`config.mk`:
```
export PLATFORM = sky130hd
export DESIGN_NAME = audio_pwm_out
export DESIGN_NICKNAME = d
export VERILOG_FILES = /design/src/rtl/audio_pwm_pkg.sv /design/src/rtl/audio_pwm_out_volume_ramp.sv /design/src/rtl/audio_pwm_out.sv
export SDC_FILE = /design/constraint.sdc
export NUM_CORES = 1
export LEC_CHECK = 0
export ABC_CLOCK_PERIOD_IN_PS = 8600
export BUFFER_PORTS_ARGS = -buffer_cell sky130_fd_sc_hd__buf_2
export CAP_MARGIN = 20
export CORE_MARGIN = 3
export CORE_UTILIZATION = 47
export DETAILED_ROUTE_END_ITERATION = 12
export HOLD_SLACK_MARGIN = 0.03
export SLEW_MARGIN = 20
export SYNTH_ARGS = -nofsm -noshare
export SYNTH_HDL_FRONTEND = slang
export SYNTH_SLANG_ARGS = --single-unit
```
`constraint.sdc`:
```
create_clock -name clk -period 8.6 [get_ports clk]
set_clock_uncertainty 0.05 [all_clocks]
set_input_delay 1.29 -clock clk [delete_from_list [all_inputs] [get_ports clk]]
set_output_delay 1.29 -clock clk [all_outputs]
set_load 0.005 [all_outputs]
```
`src/rtl/audio_pwm_pkg.sv`:
```
// rtl/audio_pwm_pkg.sv - shared types, constants and saturation helper for the audio PWM output stage
package audio_pwm_pkg;

    typedef enum logic [1:0] {
        MUTED     = 2'd0,
        RAMP_UP   = 2'd1,
        PLAY      = 2'd2,
        RAMP_DOWN = 2'd3
    } ramp_state_t;

    localparam logic [7:0]  MIDSCALE   = 8'd128;
    localparam logic [8:0]  GAIN_UNITY = 9'd256;
    localparam logic [15:0] LFSR_SEED  = 16'hACE1;

    function automatic logic [7:0] sat_u8(input logic signed [17:0] v);
        logic [7:0] r;
        if (v < 18'sd0) begin
            r = 8'd0;
        end else if (v > 18'sd255) begin
            r = 8'd255;
        end else begin
            r = v[7:0];
        end
        return r;
    endfunction

endpackage

```
`src/rtl/audio_pwm_out_volume_ramp.sv`:
```
// rtl/audio_pwm_out_volume_ramp.sv - mute/unmute gain ramp FSM, gain stepped only on sample ticks
module volume_ramp
    import audio_pwm_pkg::*;
#(
    parameter int RAMP_STEP = 1
) (
    input  logic       clk,
    input  logic       rstn,
    input  logic       tick,
    input  logic       mute_i,
    output logic [8:0] gain,
    output logic       muted
);

    localparam logic [9:0] STEP = 10'(RAMP_STEP);

    ramp_state_t state_q, state_d;
    logic [8:0]  gain_q, gain_d;
    logic [9:0]  up_sum;

    always_ff @(posedge clk or negedge rstn) begin
        if (!rstn) begin
            state_q <= MUTED;
            gain_q  <= 9'd0;
        end else begin
            state_q <= state_d;
            gain_q  <= gain_d;
        end
    end

    // A mute change never blocks the step of the current state on a coincident tick.
    always_comb begin
        state_d = state_q;
        gain_d  = gain_q;
        up_sum  = {1'b0, gain_q} + STEP;
        case (state_q)
            MUTED: begin
                gain_d = 9'd0;
                if (!mute_i) state_d = RAMP_UP;
            end
            RAMP_UP: begin
                if (tick) begin
                    gain_d = (up_sum >= {1'b0, GAIN_UNITY}) ? GAIN_UNITY : up_sum[8:0];
                end
                if (mute_i) begin
                    state_d = RAMP_DOWN;
                end else if (tick && (up_sum >= {1'b0, GAIN_UNITY})) begin
                    state_d = PLAY;
                end
            end
            PLAY: begin
                gain_d = GAIN_UNITY;
                if (mute_i) state_d = RAMP_DOWN;
            end
            RAMP_DOWN: begin
                if (tick) begin
                    gain_d = ({1'b0, gain_q} <= STEP) ? 9'd0 : (gain_q - STEP[8:0]);
                end
                if (!mute_i) begin
                    state_d = RAMP_UP;
                end else if (tick && ({1'b0, gain_q} <= STEP)) begin
                    state_d = MUTED;
                end
            end
            default: begin
                state_d = MUTED;
                gain_d  = 9'd0;
            end
        endcase
    end

    always_comb begin
        muted = (state_q == MUTED);
        gain  = gain_q;
    end

endmodule

```
`src/rtl/audio_pwm_out.sv`:
```
// rtl/audio_pwm_out.sv - 48 kHz sample capture, gain scaling and 8-bit PWM pin driver
// Optional AUDIO_PWM_DITHER_EN adds a per-tick LFSR LSB dither before saturation.
module audio_pwm_out
    import audio_pwm_pkg::*;
#(
    parameter int CLK_DIV   = 260,
    parameter int RAMP_STEP = 1
) (
    input  logic       clk,
    input  logic       rstn,
    input  logic [7:0] sample_data_i,
    input  logic       mute_i,
    output logic       sample_tick_o,
    output logic [8:0] gain_o,
    output logic       muted_o,
    output logic       pwm_o
);

    localparam int DIV_W = (CLK_DIV > 1) ? $clog2(CLK_DIV) : 1;
    localparam logic [DIV_W-1:0] DIV_LAST = DIV_W'(CLK_DIV - 1);

    logic [DIV_W-1:0]   div_cnt_q, div_cnt_d;
    logic [7:0]         sample_q, sample_d;
    logic               scale_pend_q, scale_pend_d;
    logic [7:0]         duty_next_q, duty_next_d;
    logic [7:0]         duty_active_q, duty_active_d;
    logic [7:0]         pwm_cnt_q, pwm_cnt_d;
    logic               pwm_q, pwm_d;
    logic               tick;
    logic               dith;
    logic [8:0]         gain;
    logic               muted;
    logic signed [8:0]  s;
    logic signed [17:0] p;
    logic signed [17:0] y;

    volume_ramp #(.RAMP_STEP(RAMP_STEP)) u_ramp (
        .clk    (clk),
        .rstn   (rstn),
        .tick   (tick),
        .mute_i (mute_i),
        .gain   (gain),
        .muted  (muted)
    );

`ifdef AUDIO_PWM_DITHER_EN
    logic [15:0] lfsr_q, lfsr_d;

    always_comb begin
        lfsr_d = lfsr_q;
        if (tick) lfsr_d = {lfsr_q[14:0], lfsr_q[15] ^ lfsr_q[13] ^ lfsr_q[12] ^ lfsr_q[10]};
        dith = lfsr_q[0];
    end

    always_ff @(posedge clk or negedge rstn) begin
        if (!rstn) lfsr_q <= LFSR_SEED;
        else       lfsr_q <= lfsr_d;
    end
`else
    always_comb dith = 1'b0;
`endif

    always_comb begin
        tick         = (div_cnt_q == DIV_LAST);
        div_cnt_d    = tick ? '0 : div_cnt_q + DIV_W'(1);
        sample_d     = tick ? sample_data_i : sample_q;
        scale_pend_d = tick;
    end

    // Scaling runs the cycle after the tick so it sees the freshly captured sample and stepped gain.
    always_comb begin
        s           = $signed({1'b0, sample_q}) - $signed({1'b0, MIDSCALE});
        p           = s * $signed({1'b0, gain});
        y           = (p >>> 8) + 18'sd128 + $signed({17'd0, dith});
        duty_next_d = scale_pend_q ? sat_u8(y) : duty_next_q;
    end

    // Duty is only swapped at the wrap so a carrier period is never torn.
    always_comb begin
        pwm_cnt_d     = pwm_cnt_q + 8'd1;
        duty_active_d = (pwm_cnt_q == 8'hFF) ? duty_next_q : duty_active_q;
        pwm_d         = (pwm_cnt_q < duty_active_q);
    end

    always_ff @(posedge clk or negedge rstn) begin
        if (!rstn) begin
            div_cnt_q     <= '0;
            sample_q      <= MIDSCALE;
            scale_pend_q  <= 1'b0;
            duty_next_q   <= MIDSCALE;
            duty_active_q <= MIDSCALE;
            pwm_cnt_q     <= 8'd0;
            pwm_q         <= 1'b0;
        end else begin
            div_cnt_q     <= div_cnt_d;
            sample_q      <= sample_d;
            scale_pend_q  <= scale_pend_d;
            duty_next_q   <= duty_next_d;
            duty_active_q <= duty_active_d;
            pwm_cnt_q     <= pwm_cnt_d;
            pwm_q         <= pwm_d;
        end
    end

    always_comb begin
        sample_tick_o = tick;
        gain_o        = gain;
        muted_o       = muted;
        pwm_o         = pwm_q;
    end

endmodule

```
==> flow_metrics.py, run 1 <==
metrics = {
    "timing": {
        "slew_headroom_pct": 48.8,
        "fmax_mhz": 161,
        "rsz0062_at_grt": "no",
        "slew_violations": 0,
        "worstMarginPinSlew_ps": 765,
        "layout_setup_ws_ps": 2370,
        "timing.final.setup_violations": 0,
        "setup_tns_ps": 0,
        "finalHoldViolations": 0,
        "finalCritPeriodShare_pct": 72.4,
        "fin_crit_ps": 6230,
    },
    "logic_synthesis": {
        "synth_top_family_by_area": "adder cells",
        "synth_cell_type_count": 58,
        "synthTopCellsByCount": "inv_1, nand2_1, ha_1, dfrtp_1, fa_1",
        "syn_inst": 588,
        "syn-num-nets": 712,
        "netlist.area_leader.share_pct": 23.6,
        "synthMuxAreaShare_pct": 0.393,
        "seq_area_frac_synth_pct": 25.0,
        "synth-compound-area-share_pct": 11.4,
        "syn_area_per_cell_um2": 9.21,
        "synth_area_um2": 5420,
        "yosys.area_share.simple_pct": 18.6,
        "yosys_warnings": 0,
        "synthArstFlopShare_pct": 100,
        "synth_xor_area_share_pct": 4.53,
        "ys_seq_elements": 54,
        "yosysTopAreaCell": "dfrtp_1",
        "synth_enable_flop_cells": 0,
        "synth_area_leaders": "dfrtp_1, fa_1, ha_1, inv_1, nand2_1",
        "synth_ff_type": "dfrtp_1",
        "synthAdderAreaFrac_pct": 32.9,
    },
    "placed_design": {
        "dpl.cell_count": 727,
        "hpwl_um": 8510,
        "post-place-ws_ps": 2390,
        "placement.io_buffers": 22,
        "place.gp.congestion": 0.816,
        "placed_area_um2": 5610,
    },
    "clock_network": {
        "cts_buffers": 5,
        "ctsHoldBuffers": 0,
        "cts.sinks": 54,
        "post_cts_buffers": 0,
        "h-tree-depth": 2,
        "cts.path.max_buffers": 2,
        "root_buffer": "clkbuf_16",
        "post_cts_resized": 0,
        "clk_latency_ps": 290,
        "clkTransAtPathRegs_ps": 70,
        "cts_tree": "yes",
    },
    "global_routing": {
        "grt_max_degree": 55,
        "overflow": 0,
        "grtUsageTotal_pct": 18.4,
        "grt_pass1_wl_um": 19400,
        "grt_pass1_vias": 4111,
        "antenna_found_initial": 0,
    },
    "drt": {
        "wl_um": 11000,
        "drt-initial-drc-count": 154,
        "viasPerCell": 5.36,
        "drc": 0,
        "vias": 3937,
        "wl_per_cell_um": 14.9,
        "firstDrtPassIters": 4,
        "ant_nets": 0,
    },
    "setup_path": {
        "critPathKind": "flop to flop",
        "required_ps": 8750,
        "critical_path.max_fanout": 21,
        "arrival_ps": 6380,
        "end_kind": "flop",
        "cp-start-kind": "flop",
    },
    "die": {
        "fp.dieArea_um2": 12800,
        "ios": 23,
        "fp.dieW_um": 113,
        "die_h_um": 113,
        "start_util_pct": 49.1,
        "core-area_um2": 11000,
        "row_count": 38,
    },
    "outcome": {
        "status": "finished clean",
    },
    "min_path": {
        "hp-class": "flop to flop",
    },
    "final_layout": {
        "layoutNonFillerInstCount": 735,
        "antenna_cells": 0,
        "n_fill_cell": 1052,
        "syn_to_final_growth_pct": 6.63,
        "final_nets": 718,
        "final_cell_area_um2": 5780,
        "drive_above_1_share_pct": 7.39,
    },
    "pwr": {
        "powerDensity_nw_per_um2": 350,
        "leakage_nw": 2.94,
        "vdd_drop_max_uv": 209,
    },
    "flow_run": {
        "drv_cap": 0,
    },
}
layer usage:
metal	wire (um)	track usage (%)	part of all wire (%)	vias up
met5	0	0	0	-
met4	78	3.04	0.71	0
met3	387	2.99	3.5	8
met2	5280	31.2	48	65
met1	5210	25.3	48	1923
li1	-	-	-	1941
where the power goes:
part	switching (mW)	total [mW]	internal [mW]
sequential	0.0682	0.341	0.272
clock	0.0884	0.226	0.138
combinational	0.842	1.45	0.610
cell usage in the layout (no fill, tap or decap), drive strengths merged, types with 3 or more instances in the layout:
cell,netlist,layout
o22ai,9,9
nor3b,3,3
nand2,78,78
nor2,35,35
fa,49,49
clkbuf,20,6
buf,4,23
and3,5,5
dfrtp,51,51
a21oi,15,15
or3,4,4
o21ai,25,25
a211oi,4,4
nand2b,3,3
nor3,4,4
nor2b,8,8
xnor2,17,17
nand3,11,11
inv,77,77
xor2,11,11
ha,64,64
a21o,5,5
dfstp,3,3
and2,38,38
nand4,5,5
area by class of cell:
type                    count  area [um^2]  area share [%]
clock inverters             2         37.5           0.650
clock buffers               6          129            2.23
flip-flops and latches     54         1360            23.5
well taps                 140          175            3.03
repair buffers             23          118            2.04
inverters                  77          289            5.00
multi-input cells         433         3670            63.6
worst max-delay path: stages (launching register included):
cell and delay, ps:
dfstp_2 780, nand2b_1 190, fa_1 460, fa_1 550, inv_1 50, fa_1 500
fa_1 550, inv_1 50, fa_1 380, inv_1 60, ha_1 270, a21oi_1 180
o211ai_1 130, a31o_4 250, a211oi_4 320, xnor2_1 140, ha_1 220, xnor2_1 140
o2111a_1 160, a21oi_1 450, a21oi_1 100, o22ai_1 150
state kept, by name, summed over array words and instances (netlist names):
| name | cells |
|---|---|
| u_ramp.gain | 9 |
| u_ramp.state_q | 2 |
| duty_next_q | 8 |
| sample_q | 8 |
| div_cnt_q | 9 |
| scale_pend_q | 1 |
| pwm_o | 1 |
| pwm_cnt_q | 8 |
| duty_active_q | 8 |
stage by stage:
stage | util, % | hold WS (ps) | power, mW
finish | 52.4 | 405 | 2.02
CTS | 52.4 | 409 | 2.05
global placement | 50.9 | 389 | 1.77
floorplan | - | 375 | 1.47
global route | 52.4 | 441 | 2.29
detailed placement | 50.9 | 400 | 1.80
worst paths after layout:
check                             start                end  slack [ps]  cells after the start
setup / recovery            sample_q[7]     duty_next_q[3]        2370                     21
hold / removal             div_cnt_q[0]       div_cnt_q[0]         400                      1
setup reg to reg            sample_q[7]     duty_next_q[3]        2370                     21
hold reg to reg            div_cnt_q[0]       div_cnt_q[0]         400                      1
max in group asynchronous          rstn  u_ramp.state_q[0]        6950                      2
min in group asynchronous          rstn       scale_pend_q        1080                      2
cells by family (layout without fill, tap and decap cells):
kind of cell	after synthesis	in the layout
and+or+nand+nor	205	205
adders and majority gates	113	113
buffers and inverters	101	108
AOI/OAI and AO/OA	85	85
DFF	54	54
xor gates and xnor gates	28	28
muxes	2	2
Note: power is estimated with default switching activity, not from simulation.
==> inputs of run 2 (changes only) <==
- ABC_AREA: unset -> 1
- ABC_CLOCK_PERIOD_IN_PS: 8600 -> 6220
- clock period: 8.6 -> 6.22 ns (I/O delays scaled with it)
==> flow_metrics.py, run 2 <==
metrics = {
    "placed_design": {
        "dpl.cell_count": 866,
        "place.gp.congestion": 0.853,
        "hpwl_um": 9920,
        "placed_area_um2": 6010,
        "placement.io_buffers": 22,
    },
    "drt": {
        "drt-initial-drc-count": 242,
        "ant_nets": 0,
        "viasPerCell": 5.03,
        "drc": 0,
        "wl_per_cell_um": 13.6,
        "wl_um": 11900,
        "vias": 4387,
        "firstDrtPassIters": 4,
    },
    "clock_network": {
        "cts_buffers": 5,
        "root_buffer": "clkbuf_16",
        "cts_tree": "yes",
        "cts.sinks": 54,
        "h-tree-depth": 2,
        "clkTransAtPathRegs_ps": 70,
        "post_cts_buffers": 0,
        "clk_latency_ps": 290,
        "ctsHoldBuffers": 0,
        "cts.path.max_buffers": 2,
    },
    "logic_synthesis": {
        "yosysMostFrequentCell": "nand2_1",
        "netlist.area_leader.share_pct": 22.2,
        "syn_inst": 712,
        "yosysTopAreaCell": "dfrtp_1",
        "syn_area_per_cell_um2": 8.08,
        "synthTopCellsByCount": "nand2_1, inv_1, ha_1, dfrtp_1, fa_1",
        "syn-num-nets": 836,
        "seq_area_frac_synth_pct": 23.6,
        "synth_enable_flop_cells": 0,
        "synthArstFlopShare_pct": 100,
        "yosys_warnings": 0,
        "synth_area_um2": 5750,
        "synth_cell_type_count": 46,
        "synth_area_leaders": "dfrtp_1, fa_1, ha_1, nand2_1, inv_1",
        "synth_ff_type": "dfrtp_1",
        "ys_seq_elements": 54,
    },
    "global_routing": {
        "grtUsageTotal_pct": 19.2,
        "grt_pass1_wl_um": 21100,
        "grt_use_met1_pct": 24.4,
        "grt_max_degree": 55,
        "overflow": 0,
        "grt_pass1_vias": 4623,
        "use_met2_pct": 34.8,
        "antenna_found_initial": 0,
        "grt.busiest_layer": "met2",
        "use_met3_pct": 2.85,
    },
    "setup_path": {
        "critPathKind": "flop to flop",
        "slowest_delay_ps": 610,
        "timing.critical_path.mode_cell": "inv_1",
        "critical_path.max_fanout": 12,
        "reg2reg_slack_ps": 490,
        "ff2ff_path_depth": 30,
        "cp_slowest_cell": "dfrtp_1",
        "cp-start-kind": "flop",
        "arrival_ps": 5860,
        "reg2reg_to": "duty_next_q[5]",
        "r2r-start": "u_ramp.gain[6]",
        "end_kind": "flop",
        "required_ps": 6350,
    },
    "final_layout": {
        "syn_to_final_growth_pct": 7.48,
        "multi_input_area_um2": 3750,
        "final_nets": 854,
        "final_cell_area_um2": 6180,
        "layoutNonFillerInstCount": 873,
        "drive_above_1_share_pct": 11.4,
        "n_fill_cell": 1142,
        "most-common-layout-cells": "nand2_1, inv_1, ha_1",
        "ff_latch_area_um2": 1360,
        "antenna_cells": 0,
        "final_common_cell": "nand2_1",
    },
    "timing": {
        "slew_violations": 0,
        "hold_slack_ps": 414,
        "finalHoldViolations": 0,
        "slew_headroom_pct": 24.4,
        "worstMarginPinSlew_ps": 1120,
        "fin_crit_ps": 5730,
        "setup_tns_ps": 0,
        "timing.final.setup_violations": 0,
        "rsz0062_at_grt": "no",
        "fmax_mhz": 175,
        "finalCritPeriodShare_pct": 92.1,
    },
    "pwr": {
        "p_switching_mw": 1.60,
        "pwr-share-clk_pct": 10.4,
        "power_frac_seq_pct": 14.3,
        "p_int_mw": 1.46,
        "vdd_drop_max_uv": 211,
        "total_power_mw": 3.06,
        "leakage_nw": 3.57,
        "p_sw_share_pct": 52.3,
        "powerDensity_nw_per_um2": 495,
        "combPwrFrac_pct": 75.3,
    },
    "min_path": {
        "hp-class": "flop to flop",
        "holdPathStages": 1,
        "worstHoldEndpoint": "div_cnt_q[0]",
        "holdCritStartpoint": "div_cnt_q[0]",
    },
    "die": {
        "start_util_pct": 49.1,
        "ios": 23,
        "die_h_um": 117,
        "fp.dieW_um": 117,
        "core-area_um2": 11700,
        "fp.dieArea_um2": 13600,
        "row_count": 39,
    },
    "outcome": {
        "status": "finished clean",
    },
    "flow_run": {
        "drv_cap": 0,
    },
}
==> run 2: cell types whose count changed after synthesis, sizes merged, moves of 9 or more <==
| cell | before | now |
|---|---|---|
| a21oi | 15 | 29 |
| and2 | 38 | 0 |
| inv | 77 | 145 |
| nand2 | 78 | 188 |
| nand3 | 11 | 26 |
| nor2 | 35 | 49 |
| o21ai | 25 | 16 |
| xnor2 | 17 | 5 |
| xor2 | 11 | 20 |
==> run 2: power by group through the flow <==
| stage | sequential [mW] | clock (mW) | combinational (mW) |
|---|---|---|---|
| 6_report | 0.439 | 0.317 | 2.31 |
| 5_1_grt | 0.446 | 0.343 | 2.70 |
| 4_1_cts | 0.438 | 0.325 | 2.34 |
| 3_5_place_dp | 0.445 | 0 | 2.32 |
| 3_3_place_gp | 0.440 | 0 | 2.29 |
| 2_1_floorplan | 0.416 | 0 | 1.84 |
==> run 2: cells by family (layout without fill, tap and decap cells) <==
logic type                 Yosys count  in the layout  share of synthesized area (%)
AOI/OAI and AO/OA                   69             69                           7.74
xor gates and xnor gates            25             25                           4.26
adders and majority gates          113            113                           31.0
buffers and inverters              167            185                           11.3
DFF                                 54             54                           23.6
muxes                                1              1                          0.196
and+or+nand+nor                    283            283                           21.9
==> run 2: through the flow <==
step	setup WS, ps	utilization, %
6_report	490	52.8
5_1_grt	76.8	52.8
4_1_cts	385	52.8
3_5_place_dp	414	51.3
3_3_place_gp	586	51.3
2_1_floorplan	633	-
==> run 2: layout make-up <==
cell class,count,area share (%)
clock inverters,1,0.486
multi-input cells,491,60.6
clock buffers,6,2.25
well taps,143,2.89
flip-flops and latches,54,21.9
repair buffers,32,2.99
inverters,146,8.86
==> run 2: per-layer routing <==
| layer | up-vias | routed length (um) |
|---|---|---|
| li1 | 2215 | - |
| met1 | 2110 | 5360 |
| met2 | 52 | 6110 |
| met3 | 10 | 276 |
| met4 | 0 | 133 |
| met5 | - | 0 |
==> run 2: critical path: cells and delay by family (launching register included) <==
family / cells / cell delay, ps
compound gates: 2 / 250
xor+xnor: 1 / 240
fa+ha+maj: 7 / 3040
buf+inv: 7 / 410
flops: 1 / 610
simple gates: 13 / 980
==> run 2: worst max-delay path by stage <==
stage,from,end,slack [ps],cells past startpoint
6_report,u_ramp.gain[6],duty_next_q[5],490,30
5_1_grt,u_ramp.gain[6],duty_next_q[5],80,30
4_1_cts,u_ramp.gain[2],duty_next_q[6],390,30
3_5_place_dp,u_ramp.gain[2],duty_next_q[6],410,30
3_3_place_gp,u_ramp.gain[2],duty_next_q[3],590,30
2_1_floorplan,u_ramp.gain[2],duty_next_q[0],630,31
==> run 2: timing repair <==
action,in CTS,in global routing
endpoints found under the hold margin,0,0
endpoints found under the setup margin,0,4
gates resized for setup,0,1
==> inputs of run 3 (changes only) <==
- REMOVE_ABC_BUFFERS: unset -> 1
==> flow_metrics.py, run 3 (synthesized netlist as in run 2, its figures left out) <==
metrics = {
    "outcome": {
        "status": "finished clean",
    },
    "timing": {
        "worstMarginPinSlew_ps": 699,
        "slew_violations": 0,
        "fin_crit_ps": 5760,
        "slew_headroom_pct": 53.4,
        "layout_setup_ws_ps": 461,
        "finalCritPeriodShare_pct": 92.6,
        "fmax_mhz": 174,
        "timing.final.setup_violations": 0,
        "finalHoldViolations": 0,
        "setup_tns_ps": 0,
        "rsz0062_at_grt": "no",
    },
    "flow_run": {
        "drv_cap": 0,
    },
    "setup_path": {
        "timing.critical_path.mode_cell": "inv_1",
        "critical_path.max_fanout": 13,
        "critPathKind": "flop to flop",
        "r2r-start": "u_ramp.gain[3]",
        "arrival_ps": 5900,
        "ff2ff_path_depth": 30,
        "cp_slowest_cell": "dfrtp_1",
        "critical_path.startpoint": "u_ramp.gain[3]",
        "reg2reg_slack_ps": 460,
        "end_kind": "flop",
        "reg2reg_to": "duty_next_q[3]",
        "required_ps": 6360,
        "cp-start-kind": "flop",
        "slowest_delay_ps": 640,
    },
    "clock_network": {
        "cts_buffers": 5,
        "clk_latency_ps": 290,
        "cts_tree": "yes",
        "post_cts_buffers": 0,
        "ctsHoldBuffers": 0,
        "post_cts_resized": 0,
        "clkTransAtPathRegs_ps": 70,
        "cts.path.max_buffers": 2,
        "root_buffer": "clkbuf_16",
        "cts.sinks": 54,
        "h-tree-depth": 2,
    },
    "min_path": {
        "hp-class": "flop to flop",
        "worstHoldEndpoint": "div_cnt_q[0]",
        "holdPathStages": 1,
        "holdCritStartpoint": "div_cnt_q[0]",
    },
    "placed_design": {
        "placed_area_um2": 5980,
        "placement.io_buffers": 22,
        "hpwl_um": 10000,
        "post-place-ws_ps": 434,
        "place.gp.congestion": 0.908,
    },
    "final_layout": {
        "final_cell_area_um2": 6130,
        "ff_latch_area_um2": 1360,
        "multi_input_area_um2": 3750,
        "n_fill_cell": 1163,
        "antenna_cells": 0,
        "syn_to_final_growth_pct": 6.50,
        "most-common-layout-cells": "nand2_1, inv_1, ha_1",
        "final_nets": 851,
        "final_common_cell": "nand2_1",
        "drive_above_1_share_pct": 10.9,
    },
    "global_routing": {
        "grt_use_met1_pct": 23.7,
        "antenna_found_initial": 0,
        "grt_max_degree": 55,
        "grtUsageTotal_pct": 19.5,
        "grt_pass1_wl_um": 20900,
        "grt_pass1_vias": 4577,
        "grt.busiest_layer": "met2",
        "overflow": 0,
        "use_met2_pct": 35.8,
        "use_met3_pct": 3.11,
    },
    "pwr": {
        "leakage_nw": 3.54,
        "vdd_drop_max_uv": 274,
        "total_power_mw": 3.05,
        "powerDensity_nw_per_um2": 497,
    },
    "die": {
        "start_util_pct": 49.1,
        "fp.dieArea_um2": 13600,
        "fp.dieW_um": 117,
        "core-area_um2": 11700,
        "row_count": 39,
        "die_h_um": 117,
        "ios": 23,
    },
    "drt": {
        "drt-initial-drc-count": 230,
        "vias": 4396,
        "wl_per_cell_um": 14.2,
        "viasPerCell": 5.05,
        "drc": 0,
        "ant_nets": 0,
        "firstDrtPassIters": 5,
        "wl_um": 12300,
    },
}
run 3: cell types whose count changed in the layout (fill, tap and decap cells not counted):
| cell | change |
|---|---|
| clkbuf_8 | -1 |
| inv_6 | +1 |
| buf_4 | -4 |
| clkbuf_2 | +1 |
| dfrtp_2 | -1 |
| clkinv_2 | +1 |
| bufinv_16 | -1 |
| dfrtp_1 | +1 |
run 3: metrics by stage:
| stage | cells | util [%] | hold WS, ps |
|---|---|---|---|
| final | 870 | 52.3 | 412 |
| after global routing | 870 | 52.3 | 425 |
| after CTS | 869 | 52.3 | 416 |
| after detailed placement | 862 | 51.1 | 407 |
| after global placement | 862 | 51.1 | 400 |
| after floorplan | 691 | - | 383 |
run 3: critical path: cells and delay by family (launching register included):
family,cells,cell delay (ps)
xor gates and xnor gates,1,240
DFF,1,640
adders and majority gates,7,3040
buffers and inverters,7,430
AOI/OAI and AO/OA,2,260
and+or+nand+nor,13,990
run 3: metal layers:
metal	vias to the layer above	wire [um]
met5	-	0
met4	0	182
met3	12	457
met2	74	6470
met1	2101	5200
li1	2209	-
run 3: area by class of cell:
type | instances | area share, %
timing repair buffer | 29 | 2.61
clock buffer | 5 | 2.04
sequential | 54 | 22.1
multi-input combinational | 491 | 61.1
clock inverter | 2 | 0.225
inverter | 146 | 8.94
tap | 143 | 2.92
run 3: worst max path at each step:
stage	depth (start not counted)	end	slack (ps)
floorplan	31	duty_next_q[0]	630
global placement	30	duty_next_q[5]	630
detailed placement	30	duty_next_q[3]	430
CTS	30	duty_next_q[3]	410
global route	30	duty_next_q[0]	20
finish	30	duty_next_q[3]	460
run 3: where the power goes:
group          internal (mW)  switching (mW)  total, mW
clock                  0.148           0.133      0.281
sequential             0.380          0.0740      0.454
combinational          0.888            1.42       2.31
total                   1.42            1.63       3.05
